$ cat src/rtl/axi_slave_wr_burst_ctrl.sv
// AXI4-style write slave: one AW burst at a time, FIXED/INCR/WRAP addressing,
// W beats streamed to a byte-addressed memory port, SLVERR on config/window/WLAST errors.
module axi_slave_wr_burst_ctrl #(
  parameter int              ADDR_WIDTH = 32,
  parameter int              DATA_WIDTH = 32,
  parameter int              LEN_WIDTH  = 8,
  parameter longint unsigned MEM_BASE   = 0,
  parameter longint unsigned MEM_BYTES  = 4096
) (
  input  logic                    clk,
  input  logic                    rst_n,
  output logic                    AWREADY,
  input  logic                    AWVALID,
  input  logic [ADDR_WIDTH-1:0]   AWADDR,
  input  logic [LEN_WIDTH-1:0]    AWLEN,
  input  logic [2:0]              AWSIZE,
  input  logic [1:0]              AWBURST,
  output logic                    WREADY,
  input  logic                    WVALID,
  input  logic [DATA_WIDTH-1:0]   WDATA,
  input  logic [DATA_WIDTH/8-1:0] WSTRB,
  input  logic                    WLAST,
  input  logic                    BREADY,
  output logic                    BVALID,
  output logic [1:0]              BRESP,
  output logic                    mem_wen,
  output logic [ADDR_WIDTH-1:0]   mem_waddr,
  output logic [DATA_WIDTH-1:0]   mem_wdata,
  output logic [DATA_WIDTH/8-1:0] mem_wstrb
);

  localparam int STRB_WIDTH = DATA_WIDTH / 8;
  localparam logic [2:0] MAX_SIZE = 3'($clog2(STRB_WIDTH));
  // One extra bit so a window ending exactly at 2^ADDR_WIDTH is representable.
  localparam logic [ADDR_WIDTH:0] WIN_LO = (ADDR_WIDTH+1)'(MEM_BASE);
  localparam logic [ADDR_WIDTH:0] WIN_HI = (ADDR_WIDTH+1)'(MEM_BASE + MEM_BYTES);

  localparam logic [1:0] BURST_FIXED = 2'b00;
  localparam logic [1:0] BURST_INCR  = 2'b01;
  localparam logic [1:0] BURST_WRAP  = 2'b10;
  localparam logic [1:0] BURST_RSVD  = 2'b11;

  typedef enum logic [1:0] {IDLE, DATA, RESP} state_t;

  state_t                state_reg, state_next;
  logic                  awready_reg, wready_reg, bvalid_reg;
  logic [1:0]            bresp_reg;
  logic [ADDR_WIDTH-1:0] addr_reg, addr_next;
  logic [ADDR_WIDTH-1:0] sz_reg, sz_next;
  logic [ADDR_WIDTH-1:0] size_mask_reg, size_mask_next;
  logic [ADDR_WIDTH-1:0] wrap_mask_reg, wrap_mask_next;
  logic [LEN_WIDTH-1:0]  len_reg, len_next;
  logic [1:0]            burst_reg, burst_next;
  logic [LEN_WIDTH:0]    beat_cnt_reg, beat_cnt_next;
  logic                  err_reg, err_next;

  logic                  aw_fire, beat_fire, beat_last, in_window;
  logic [ADDR_WIDTH-1:0] aw_sz, aw_size_mask, aw_wrap_mask, incr_addr;
  logic [2:0]            wrap_shift;
  logic                  cfg_err;

  assign aw_fire   = (state_reg == IDLE) && AWVALID && awready_reg;
  assign beat_fire = (state_reg == DATA) && WVALID && wready_reg;
  assign beat_last = (beat_cnt_reg == {1'b0, len_reg});
  assign in_window = ({1'b0, addr_reg} >= WIN_LO) && ({1'b0, addr_reg} < WIN_HI);

  // Decode the incoming AW request: beat size, masks and configuration legality.
  always_comb begin
    aw_sz        = ADDR_WIDTH'(1) << AWSIZE;
    aw_size_mask = aw_sz - ADDR_WIDTH'(1);
    wrap_shift   = 3'd0;
    case (AWLEN)
      LEN_WIDTH'(1):  wrap_shift = 3'd1;
      LEN_WIDTH'(3):  wrap_shift = 3'd2;
      LEN_WIDTH'(7):  wrap_shift = 3'd3;
      LEN_WIDTH'(15): wrap_shift = 3'd4;
      default:        wrap_shift = 3'd0;
    endcase
    aw_wrap_mask = (aw_sz << wrap_shift) - ADDR_WIDTH'(1);
    cfg_err      = (AWSIZE > MAX_SIZE) || (AWBURST == BURST_RSVD) ||
                   ((AWBURST == BURST_WRAP) &&
                    ((wrap_shift == 3'd0) || ((AWADDR & aw_size_mask) != '0)));
  end

  // Unaligned INCR starts become aligned after the first beat.
  assign incr_addr = (addr_reg & ~size_mask_reg) + sz_reg;

  always_comb begin
    state_next     = state_reg;
    addr_next      = addr_reg;
    sz_next        = sz_reg;
    size_mask_next = size_mask_reg;
    wrap_mask_next = wrap_mask_reg;
    len_next       = len_reg;
    burst_next     = burst_reg;
    beat_cnt_next  = beat_cnt_reg;
    err_next       = err_reg;
    case (state_reg)
      IDLE: begin
        if (aw_fire) begin
          addr_next      = AWADDR;
          sz_next        = aw_sz;
          size_mask_next = aw_size_mask;
          wrap_mask_next = aw_wrap_mask;
          len_next       = AWLEN;
          burst_next     = AWBURST;
          beat_cnt_next  = '0;
          err_next       = cfg_err;
          state_next     = DATA;
        end
      end
      DATA: begin
        if (beat_fire) begin
          // The mismatching beat itself is still written; only later beats drop.
          err_next      = err_reg || !in_window || (WLAST != beat_last);
          beat_cnt_next = beat_cnt_reg + 1'b1;
          case (burst_reg)
            BURST_INCR:  addr_next = incr_addr;
            BURST_WRAP:  addr_next = (addr_reg & ~wrap_mask_reg) |
                                     ((addr_reg + sz_reg) & wrap_mask_reg);
            BURST_FIXED: addr_next = addr_reg;
            default:     addr_next = addr_reg;
          endcase
          if (beat_last) state_next = RESP;
        end
      end
      RESP: begin
        if (bvalid_reg && BREADY) state_next = IDLE;
      end
      default: state_next = IDLE;
    endcase
  end

  always_ff @(posedge clk or negedge rst_n) begin
    if (!rst_n) begin
      state_reg     <= IDLE;
      awready_reg   <= 1'b0;
      wready_reg    <= 1'b0;
      bvalid_reg    <= 1'b0;
      bresp_reg     <= 2'b00;
      addr_reg      <= '0;
      sz_reg        <= '0;
      size_mask_reg <= '0;
      wrap_mask_reg <= '0;
      len_reg       <= '0;
      burst_reg     <= 2'b00;
      beat_cnt_reg  <= '0;
      err_reg       <= 1'b0;
    end else begin
      state_reg     <= state_next;
      awready_reg   <= (state_next == IDLE);
      wready_reg    <= (state_next == DATA);
      bvalid_reg    <= (state_next == RESP);
      bresp_reg     <= ((state_next == RESP) && err_next) ? 2'b10 : 2'b00;
      addr_reg      <= addr_next;
      sz_reg        <= sz_next;
      size_mask_reg <= size_mask_next;
      wrap_mask_reg <= wrap_mask_next;
      len_reg       <= len_next;
      burst_reg     <= burst_next;
      beat_cnt_reg  <= beat_cnt_next;
      err_reg       <= err_next;
    end
  end

  assign AWREADY   = awready_reg;
  assign WREADY    = wready_reg;
  assign BVALID    = bvalid_reg;
  assign BRESP     = bresp_reg;
  assign mem_wen   = beat_fire && !err_reg && in_window;
  assign mem_waddr = addr_reg;
  assign mem_wdata = WDATA;
  assign mem_wstrb = WSTRB;

endmodule

$ cat config.mk
export PLATFORM = sky130hd
export DESIGN_NAME = axi_slave_wr_burst_ctrl
export DESIGN_NICKNAME = d
export VERILOG_FILES = /design/src/rtl/axi_slave_wr_burst_ctrl.sv
export SDC_FILE = /design/constraint.sdc
export NUM_CORES = 1
export LEC_CHECK = 0
export BUFFER_PORTS_ARGS = -buffer_cell sky130_fd_sc_hd__clkbuf_2
export CORE_MARGIN = 10
export CORE_UTILIZATION = 40
export DETAILED_ROUTE_END_ITERATION = 6
export GPL_TIMING_DRIVEN = 0
export SYNTH_ARGS = -nofsm -noshare
export SYNTH_HDL_FRONTEND = slang
export SYNTH_SLANG_ARGS = --single-unit
$ cat constraint.sdc
create_clock -name clk -period 3.35 [get_ports clk]
set_input_delay 0.1675 -clock clk [delete_from_list [all_inputs] [get_ports clk]]
set_output_delay 0.1675 -clock clk [all_outputs]
set_load 0.01 [all_outputs]
Yosys cells after proc, flatten, opt, wreduce, memory -nomap -nowiden
Index checks and enable logic that the tools add are counted.

Reductions and logical operators: 24. Shifts and indexed selects: 2. Order comparisons: 2. Bitwise gates (word level): 7. Muxes and demuxes: 17. Add/sub/neg operators: 5. Equality and inequality tests: 17.

Operator list (count): AND 32 bit (4); one-hot mux 32 bit (2 select lines) (2); adder 32 bit (2); two-way mux 32 bit (2); NOT 32 bit (2); subtractor 32 x 1 -> 32 bit, second input constant (2); less-than comparator 32 x 13 -> 1 bit, second input constant (1); bitwise OR 32 bit (1); nonzero test 32 bit (1); << shifter 1 x 3 -> 32 bit, first input constant (1); << shifter 32 x 3 -> 32 bit (1); two-way mux 9 bit (2); one-hot mux 9 bit (2 select lines) (1); one-hot mux 3 bit (4 select lines) (1); == test 2 bit, second input constant (5); two-way mux 2 bit (5); adder 9 x 1 -> 9 bit, second input constant (1); == test 9 x 8 -> 1 bit (1); logical AND 1 bit (9); == test 8 x 1 -> 1 bit, second input constant (1); == test 8 x 2 -> 1 bit, second input constant (1); == test 8 x 3 -> 1 bit, second input constant (1); == test 8 x 4 -> 1 bit, second input constant (1); == test 2 x 1 -> 1 bit, second input constant (3); 15 further kinds (23).

Bits in registers: 155. Output and inout port bits: 74. Logic and storage cells: 87. Bits of input ports: 87.

Longest topological paths before layout
Gate-level depths: netlist (run 1).

Depth after elaboration: 11. Mapped depth: 15. Gate-level depth less buffers: 13.

Worst setup path after synthesis (run 1)
Ideal clock, no wire load.

Path type: in2reg. Start: in AWLEN[5]. End: reg wrap_mask_reg[14]. Required time: 3267 ps. Setup slack: 388 ps. Stages on the path: 13. Buffers on the path: 2. Arrival: 2879 ps. Library setup time: 83 ps. Cells stage by stage: or4_1 > buf_2 > or3_1 > clkbuf_1 > nand2_1 > or4_1 > ha_1 > inv_1 > a2111o_1 > nor4_4 > and2_1 > ha_1 > o21ai_0.

Longest elaborated chain between the ends: 4.

Ends and longest elaborated chain: from (decl) (line 15) `input logic [LEN_WIDTH-1:0] AWLEN,`; == test 8 x 4 -> 1 bit (tied with other cells) (line 72) `case (AWLEN)`; one-hot mux 3 bit (4 select lines) (*) (line 72); << shifter 32 x 3 -> 32 bit (*) (line 79) `aw_wrap_mask = (aw_sz << wrap_shift) - ADDR_WIDTH'(1);`; subtractor 32 x 1 -> 32 bit (*) (line 79); to (signal assigned) (line 158) `wrap_mask_reg <= wrap_mask_next;`; to (decl) (line 51) `logic [ADDR_WIDTH-1:0] wrap_mask_reg, wrap_mask_next;`.

Mark *: on every way between the ends. The rest lies on a longest branch, timed or not. A chain may end at the register's enable or synchronous reset.

==> out/qor.txt, run 1 <==
Die area: 0.0260 mm^2
Internal power: 3770 uW
Finished Layout Cells: 1388
P per Cell Area: 798 mW/mm^2
Worst Path Arrival: 3450 ps
Mapped Area: 0.00798 mm^2
Worst-path clk slew: 90 ps
Hold Vio Cnt, Final: 0
DP HPWL: 23500 um
Synth Register Bits: 110
Rows: 51
Hold Crit Class: in2reg
Unrepaired setup endpoints after global routing: no
P_leak: 0.00418 uW
Worst slew margin: 39.9%
# fillers: 1983
IO Port Bufs: 122
Inserted Diodes: 0
Net switching power: 3650 uW
Outcome: completed
Combinational power share: 50.4%
Slew Limit Fails: 0
DR vias/cell: 5.86
Yosys top cell by area: dfrtp_1
Chip width: 161 um
Cells after Synth: 984
Total number of vias: 8133
Post-synth EDFFs: 0
Tmin final: 3190 ps
Final setup vio count: 0
Global placement routability congestion: 0.926
Die Y-Extent: 161 um
Worst-Skew Late Latency: 380 ps
Final ANT Viol Nets: 0
Worst Path Max Fanout: 19
Area Growth Syn to Fin: 16.4%
Worst hold stages: 3
Cell count after placement: 1372
VDD IR max: 0.336 mV
CP Capture Type: flip-flop
Wirelength, routed: 30900 um
Clock Tree Buf Depth: 2
Synth Warn #: 0
Max H-tree Level: 3
Routed len/inst: 22.3 um
Final cycle utilization of the critical path: 95.3%
Iteration-0 DRC Markers: 715
GR Util All Layers: 23.3%
Clk pwr share: 15.4%
Count leader, synth: nand2_1
Seq pwr share: 34.2%
Ranking of synthesized cells by area: dfrtp_1 34%, nand2_1 5.5%, o21ai_0 4.1%
Most frequent cells after synthesis: 116 x nand2_1, 110 x dfrtp_1, 84 x nor2_1, 65 x o21ai_0, 48 x nor2b_1
CTS Buf Count: 9
Syn avg cell area: 8.11 um^2
Synth top area share: 34.5%
Vias in the first global route: 7960
Crit path kind: reg2reg
Nets: 1227
First-pass GRT wire length: 47800 um
Sw frac: 49.2%
Initial core utilization: 40.9%
Io pins: 161
Layout cells sized above 1: 17.1%
Final core occ: 47.6%
Depth of the worst register-to-register path: 8
Max Clk Rate: 313 MHz
CTS tree: built
DRC: 0
Core Box Area: 0.0195 mm^2
Min Hold Slack: 12.4 ps
Seq/Total Area, Yosys: 34.5%
Synth unique cells: 76
Clock Root Buffer: clkbuf_16
Placed inst area: 0.00896 mm^2
Clock Skews: 11.7 ps
Design area: 0.00929 mm^2
First-pass DRT Iterations: 5
Syn nets: 1093
Async SR Flop Fraction: 100%
Type of origin of the critical path: flip-flop
Max-capacitance violation count: 0
Antenna violations before repair: 0
Top FF cell, synth: dfrtp_1
Largest net degree at the start of global routing: 84
WP data required: 3610 ps
Grt ovf: 0
Slew @ Worst Pin: 901 ps
TritonCTS Sinks: 110
-- worst max-delay path, stage by stage (launching register included) --
cell,delay [ps]
dfrtp_1,480
and4b_1,270
clkbuf_1,500
nand2_2,420
nand2_2,530
o21ai_0,330
inv_1,150
a21oi_1,80
a211oi_1,310
-- final timing paths --
kind | from | end | slack, ps
min in group asynchronous | rst_n | size_mask_reg[25] | 240
max in group asynchronous | rst_n | async pin | 2380
min | AWLEN[5] | len_reg[5] | 10
min reg2reg | wrap_mask_reg[21] | flip-flop | 500
max | state_reg[1] | flip-flop | 160
max reg2reg | state_reg[1] | flip-flop | 160
-- layout make-up --
| class | instances | area [um^2] | area share (%) |
|---|---|---|---|
| buffer | 89 | 477 | 5.13 |
| clock buffer | 9 | 225 | 2.42 |
| clock inverter | 7 | 85.1 | 0.916 |
| inverter | 26 | 97.6 | 1.05 |
| multi-input combinational | 758 | 4660 | 50.2 |
| sequential | 110 | 2750 | 29.6 |
| tap | 265 | 332 | 3.57 |
| timing repair buffer | 124 | 657 | 7.07 |
-- per-layer routing --
metal / up-vias / track usage [%] / part of all wire (%)
met2: 381 / 37.0 / 46
met3: 65 / 4.12 / 7.2
met1: 3907 / 30.9 / 43
li1: 3780 / - / -
met5: - / 0 / 0
met4: 0 / 9.22 / 3.7
-- cells in the final DEF, fill, tap and decap left out, drive strengths merged, types with 6 or more instances in the layout --
cell	count
nand4	26
nor2b	48
xnor2	36
o21ai	68
o31ai	9
a31oi	13
clkbuf	177
a211oi	9
buf	44
a21oi	47
and3	13
dfrtp	110
nor2	84
xor2	23
inv	28
nand3	35
nor4	14
nand2	116
a221oi	8
and2	8
nor3	26
ha	20
or4	6
or3	9
nand2b	18
o22ai	11
mux2i	6
o21a	6
o211ai	7
-- cells by family (layout without fill, tap and decap cells) --
| kind of cell | after synthesis | after routing | share of synthesized area [%] |
|---|---|---|---|
| AOI/OAI and AO/OA | 235 | 235 | 19.2 |
| other | 2 | 2 | 0.0941 |
| DFF | 110 | 110 | 34.5 |
| buffers and inverters | 116 | 255 | 7.21 |
| xor gates and xnor gates | 59 | 59 | 6.47 |
| muxes | 8 | 8 | 1.03 |
| adders and majority gates | 22 | 22 | 3.64 |
| and+or+nand+nor | 432 | 432 | 27.9 |
-- what timing repair did --
action / 4_1_cts / 5_1_grt
endpoints found under the hold margin: 27 / 0
buffers inserted: 0 / 0
hold buffers: 1 / 0
resized for setup: 3 / 5
setup endpoints to repair: 15 / 12
-- power by group through the flow --
stage,Combinational (uW),Clock (uW),Sequential [uW]
after floorplan,2420,0,2340
after global placement,3650,0,2530
after detailed placement,3680,0,2530
after CTS,3710,1160,2510
after global routing,4140,1210,2610
final,3730,1140,2540
-- stage by stage --
step                      worst slack, ps  power (uW)  TNS, ps
final                                 159        7410        0
after global routing                 4.87        7960        0
after CTS                            82.9        7380        0
after detailed placement             -261        6210    -1420
after global placement               -187        6170    -1560
after floorplan                       388        4770        0
(Power assumes the default switching activity.)
==> inputs of run 2 (changes only) <==
==> constraint.sdc (replaced) <==
create_clock -name clk -period 3.35 [get_ports clk]
set_input_delay 0.8375 -clock clk [delete_from_list [all_inputs] [get_ports clk]]
set_output_delay 0.8375 -clock clk [all_outputs]
set_load 0.01 [all_outputs]
==> run 2 against run 1 <==
Compared with the run above: the run now ends with design-rule violations, negative setup slack left; power rose by 1.2%; via count down 1.5%; critical path depth up 6; highest routed layer unchanged; clock power is 5% higher.
==> out/qor.txt, run 2 (same netlist as run 1, synthesis figures left out) <==
Outcome: finished, violations left (was completed)
Failing checks: design-rule violations, negative setup slack
Depth of the worst register-to-register path: 7 (was 8)
Area Growth Syn to Fin: 18.0% (was 16.4%)
Max-capacitance violation count: 0 (unchanged)
Setup WS post-layout: -3.43 ps (was 159 ps)
Global placement routability congestion: 0.970 (was 0.926)
Die Y-Extent: 161 um (unchanged)
DRC: 1 (was 0)
Final setup vio count: 1 (was 0)
Die area: 0.0260 mm^2 (unchanged)
Max H-tree Level: 3 (unchanged)
Placed inst area: 0.00901 mm^2 (was 0.00896 mm^2)
CTS tree: built (unchanged)
Setup WS pre-CTS: -683 ps (was -261 ps)
Grt ovf: 0 (unchanged)
Final ANT Viol Nets: 0 (unchanged)
Slew Limit Fails: 0 (unchanged)
IO Port Bufs: 122 (unchanged)
Wirelength, routed: 31400 um (was 30900 um)
Net switching power: 3710 uW (was 3650 uW)
Nets: 1231 (was 1227)
Largest net degree at the start of global routing: 74 (was 84)
Clock Skews: 14.4 ps (was 11.7 ps)
P_leak: 0.00425 uW (was 0.00418 uW)
Crit-path max cell delay: 570 ps (was 530 ps)
Hold Vio Cnt, Final: 0 (unchanged)
DP HPWL: 23600 um (was 23500 um)
Chip width: 161 um (unchanged)
Clk pwr share: 16.0% (was 15.4%)
Final cycle utilization of the critical path: 100% (was 95.3%)
Type of origin of the critical path: primary input (was flip-flop)
Rows: 51 (unchanged)
Worst-path clk slew: 100 ps (was 90 ps)
Vias in the first global route: 7929 (was 7960)
DR vias/cell: 5.75 (was 5.86)
Total number of vias: 8010 (was 8133)
Setup TNS: -3.43 ps (was 0 ps)
CTS Buf Count: 9 (unchanged)
Crit-path cells: clkbuf_2, or4_4, or3_1, clkbuf_8, nand2_4, nor4_2, inv_1, ha_4, inv_2, a2111o_1, nor4_4, and2_4, ha_1, o21ai_1 (was and4b_1, clkbuf_1, nand2_2, nand2_2, o21ai_0, inv_1, a21oi_1, a211oi_1)
Max Clk Rate: 298 MHz (was 313 MHz)
Io pins: 161 (unchanged)
Clock Tree Buf Depth: 2 (unchanged)
Max stage delay cell, worst path: or4_4 (was nand2_2)
Worst Path Arrival: 3650 ps (was 3450 ps)
GR Util All Layers: 23.3% (about the same)
R2r startpoint: state_reg[1] (unchanged)
Register-to-register setup slack: 140 ps (was 160 ps)
Core Box Area: 0.0195 mm^2 (unchanged)
Worst slew margin: 32.7% (was 39.9%)
Internal power: 3790 uW (was 3770 uW)
WP data required: 3650 ps (was 3610 ps)
P per Cell Area: 797 mW/mm^2 (was 798 mW/mm^2)
Crit path kind: in2reg (was reg2reg)
Min Hold Slack: 363 ps (was 12.4 ps)
First-pass GRT wire length: 47800 um (about the same)
Layout cells sized above 1: 18.8% (was 17.1%)
Tmin final: 3350 ps (was 3190 ps)
TritonCTS Sinks: 110 (unchanged)
First-pass DRT Iterations: 7 (was 5)
VDD IR max: 0.373 mV (was 0.336 mV)
Clock Root Buffer: clkbuf_16 (unchanged)
Hold Crit Class: in2async (was in2reg)
Iteration-0 DRC Markers: 677 (was 715)
Initial core utilization: 40.9% (unchanged)
Slew @ Worst Pin: 995 ps (was 901 ps)
CP Capture Type: flip-flop (unchanged)
Worst-Skew Late Latency: 380 ps (about the same)
Antenna violations before repair: 0 (unchanged)
Routed len/inst: 22.5 um (was 22.3 um)
Most common cell after layout, fill and taps aside: clkbuf_2 (unchanged)
Hold-fix buffers at CTS: 0 (was 1)
Worst Path Max Fanout: 3 (was 19)
Unrepaired setup endpoints after global routing: yes (was no)
Design area: 0.00942 mm^2 (was 0.00929 mm^2)
Most frequent cells in the layout: 127 x clkbuf_2, 113 x nand2_1, 110 x dfrtp_1 (was 123 x clkbuf_2, 114 x nand2_1, 110 x dfrtp_1)
Inserted Diodes: 0 (unchanged)
Total Power: 7500 uW (was 7410 uW)
Combinational power share: 50.1% (was 50.4%)
Seq pwr share: 33.9% (was 34.2%)
Sw frac: 49.5% (was 49.2%)
==> run 2: cell count changes in the layout (fill, tap and decap cells not counted), sizes merged <==
| cell | previous run | this run |
|---|---|---|
| buf | 44 | 49 |
| clkinvlp | 1 | 0 |
| dlygate4sd3 | 1 | 0 |
| inv | 28 | 29 |
==> run 2: through the flow <==
stage	cells	util, %
finish	1392	48.2
CTS	1393	48.1
global placement	1371	46.0
global route	1392	48.2
floorplan	984	-
detailed placement	1372	46.2
==> run 2: worst max-delay path by stage <==
stage                              endpoint  slack (ps)      start  cells after the start
final                     wrap_mask_reg[14]          -3   AWLEN[6]                     14
after global routing               BRESP[1]        -110  AWSIZE[2]                     12
after CTS                          BRESP[1]         -20  AWSIZE[2]                     12
after detailed placement           BRESP[1]        -680  AWSIZE[1]                     12
after global placement             BRESP[1]        -760  AWSIZE[1]                     12
after floorplan           wrap_mask_reg[10]         -10   AWLEN[5]                     13
==> run 2: cell type report <==
| type | instances | area, um^2 |
|---|---|---|
| Sequential cell | 110 | 2750 |
| Multi-Input combinational cell | 758 | 4730 |
| Clock inverter | 7 | 104 |
| Buffer | 88 | 488 |
| Timing Repair Buffer | 129 | 692 |
| Fill cell | 1969 | 10100 |
| Tap cell | 265 | 332 |
| Clock buffer | 9 | 225 |
| Inverter | 26 | 97.6 |
==> run 2: what timing repair did <==
item | CTS | global route
endpoints found under the setup margin | 24 | 35
pin swaps | 4 | 0
resized for setup | 7 | 13
buffers inserted | 6 | 0
==> run 2: routing by layer <==
layer	GRT usage, %	routed length, um	vias to the layer above
met4	6.99	768	0
met3	4.52	2280	57
met5	0	0	-
met2	38.4	14800	348
li1	-	-	3788
met1	30.2	13500	3817
==> run 2: worst max-delay path: cells and delay by family <==
kind            cells  cell delay, ps
compound gates      2             470
simple gates        6            1580
buf+inv             4             420
fa+ha+maj           2             350
==> run 2: power by group through the flow <==
| stage | logic, uW | clock network (uW) | registers [uW] |
|---|---|---|---|
| floorplan | 2430 | 0 | 2340 |
| finish | 3760 | 1200 | 2540 |
| global placement | 3660 | 0 | 2530 |
| global route | 4130 | 1280 | 2600 |
| detailed placement | 3680 | 0 | 2540 |
| CTS | 3710 | 1220 | 2510 |
==> inputs of run 3 (changes only) <==
Settings changed: CTS_BUF_LIST set to sky130_fd_sc_hd__clkbuf_8, SKIP_CTS_REPAIR_TIMING set to 1.
==> run 3 against run 2 <==
Compared with the run above: the flow now finishes without violations; clock skew is 7.7 ps higher; routed wire length fell by 0.98%; sequential cell count unchanged; combinational power is essentially flat; first-iteration DRC count down 11%; cell area down 0.60%; non-clock buffer count up 2; core utilization fell by 0.29 points; power shrank 3.6%; largest cell class unchanged; highest routed layer unchanged.
==> out/qor.txt, run 3 (same netlist as run 1, synthesis figures left out) <==
Outcome: completed (was finished, violations left)
P_leak: 0.00421 uW (was 0.00425 uW)
Grt ovf: 0 (unchanged)
Worst slew margin: 33.8% (was 32.7%)
Crit path kind: in2reg (unchanged)
Most frequent cells in the layout: 126 x clkbuf_2, 113 x nand2_1, 110 x dfrtp_1 (was 127 x clkbuf_2, 113 x nand2_1, 110 x dfrtp_1)
Die Y-Extent: 161 um (unchanged)
Largest net degree at the start of global routing: 74 (unchanged)
Final cycle utilization of the critical path: 99.5% (was 100%)
# fillers: 1970 (was 1969)
CP Capture Type: flip-flop (unchanged)
Hold Vio Cnt, Final: 0 (unchanged)
First-pass GRT wire length: 47700 um (was 47800 um)
Min Hold Slack: 304 ps (was 363 ps)
Io pins: 161 (unchanged)
Worst-Skew Late Latency: 420 ps (was 380 ps)
Depth of the worst register-to-register path: 7 (unchanged)
First-pass DRT Iterations: 5 (was 7)
Initial core utilization: 40.9% (unchanged)
Routed len/inst: 22.3 um (was 22.5 um)
Delay-heaviest family, CP: simple AND/OR/NAND/NOR gates (unchanged)
IO Port Bufs: 122 (unchanged)
Crit path from: AWLEN[7] (was AWLEN[6])
Register-to-register setup slack: 140 ps (about the same)
Area Growth Syn to Fin: 17.3% (was 18.0%)
Crit-path max cell delay: 590 ps (was 570 ps)
Slew Limit Fails: 0 (unchanged)
CTS Buf Count: 9 (unchanged)
DRC: 0 (was 1)
Final ANT Viol Nets: 0 (unchanged)
Vias in the first global route: 7886 (was 7929)
Most common cell after layout, fill and taps aside: clkbuf_2 (unchanged)
Max-capacitance violation count: 0 (unchanged)
DR vias/cell: 5.73 (was 5.75)
P per Cell Area: 773 mW/mm^2 (was 797 mW/mm^2)
Die area: 0.0260 mm^2 (unchanged)
Max stage delay cell, worst path: or4_4 (unchanged)
Nets: 1233 (was 1231)
CTS tree: built (unchanged)
Setup WS post-layout: 16.4 ps (was -3.43 ps)
Iteration-0 DRC Markers: 601 (was 677)
Chip width: 161 um (unchanged)
VDD IR max: 0.348 mV (was 0.373 mV)
R2r startpoint: state_reg[1] (unchanged)
Final setup vio count: 0 (was 1)
CP bufs+invs: 3 (was 4)
DP HPWL: 23600 um (unchanged)
Max H-tree Level: 3 (unchanged)
Global placement routability congestion: 0.970 (unchanged)
Type of origin of the critical path: primary input (unchanged)
TritonCTS Sinks: 110 (unchanged)
Wirelength, routed: 31100 um (was 31400 um)
Max Clk Rate: 300 MHz (was 298 MHz)
Hold Crit Class: in2async (unchanged)
Clock Root Buffer: clkbuf_8 (was clkbuf_16)
Rows: 51 (unchanged)
Tmin final: 3330 ps (was 3350 ps)
Unrepaired setup endpoints after global routing: yes (unchanged)
Layout cells sized above 1: 19.1% (was 18.8%)
Crit. path cell count: 13 (was 14)
Inserted Diodes: 0 (unchanged)
Setup WS pre-CTS: -683 ps (unchanged)
Core Box Area: 0.0195 mm^2 (unchanged)
Crit-path cells: buf_4, or4_4, or3_4, buf_8, nand2_4, or4_4, ha_4, inv_2, a2111o_1, nor4_4, and2_4, ha_4, o21ai_2 (was clkbuf_2, or4_4, or3_1, clkbuf_8, nand2_4, nor4_2, inv_1, ha_4, inv_2, a2111o_1, nor4_4, and2_4, ha_1, o21ai_1)
Total Power: 7230 uW (was 7500 uW)
Clock Tree Buf Depth: 2 (unchanged)
Worst Path Max Fanout: 6 (was 3)
GR Util All Layers: 23.2% (was 23.3%)
Total number of vias: 7993 (was 8010)
Clock Skews: 22.1 ps (was 14.4 ps)
Worst-path clk slew: 140 ps (was 100 ps)
Worst Path Arrival: 3680 ps (was 3650 ps)
WP data required: 3700 ps (was 3650 ps)
Antenna violations before repair: 0 (unchanged)
Slew @ Worst Pin: 980 ps (was 995 ps)
## run 3: final cells by class
cell class / count / area (um^2) / area share [%]
inverters: 26 / 101 / 1.08
multi-input cells: 758 / 4750 / 50.7
well taps: 265 / 332 / 3.54
repair buffers: 132 / 717 / 7.66
clock buffers: 9 / 124 / 1.32
clock inverters: 7 / 104 / 1.11
flip-flops and latches: 110 / 2750 / 29.4
plain buffers: 87 / 484 / 5.17
## run 3: worst max path at each step
stage	to
finish	wrap_mask_reg[14]
global route	BRESP[1]
CTS	BRESP[1]
detailed placement	BRESP[1]
global placement	BRESP[1]
floorplan	wrap_mask_reg[10]
## run 3: worst register-to-register path, stage by stage (launching register included)
cell	delay (ps)
dfrtp_1	490
and4b_1	270
clkbuf_1	550
nand2_2	400
nand2_2	390
clkbuf_1	510
o21ai_0	250
o31ai_1	270
## run 3: layer usage
layer	track usage [%]	routed length, um	vias to the layer above
met5	0	0	-
met4	7.49	793	0
met3	4.58	2190	45
met2	37.6	14500	350
met1	30.5	13600	3817
li1	-	-	3781
## run 3: power breakdown
group	total (uW)	switching, uW	internal [uW]	leakage [uW]
Combinational	3770	2340	1430	0.00272
Sequential	2540	726	1810	0.00138
Clock	926	606	321	0.000112
## run 3: per-stage QoR
| step | TNS, ps | instances | utilization, % | instance area, um^2 |
|---|---|---|---|---|
| finish | 0 | 1394 | 47.9 | 9360 |
| global route | -49.5 | 1394 | 47.9 | 9360 |
| CTS | -1410 | 1388 | 47.3 | 9240 |
| detailed placement | -12840 | 1372 | 46.2 | 9010 |
| global placement | -43760 | 1371 | 46.0 | 8980 |
| floorplan | -28.5 | 984 | - | 8030 |
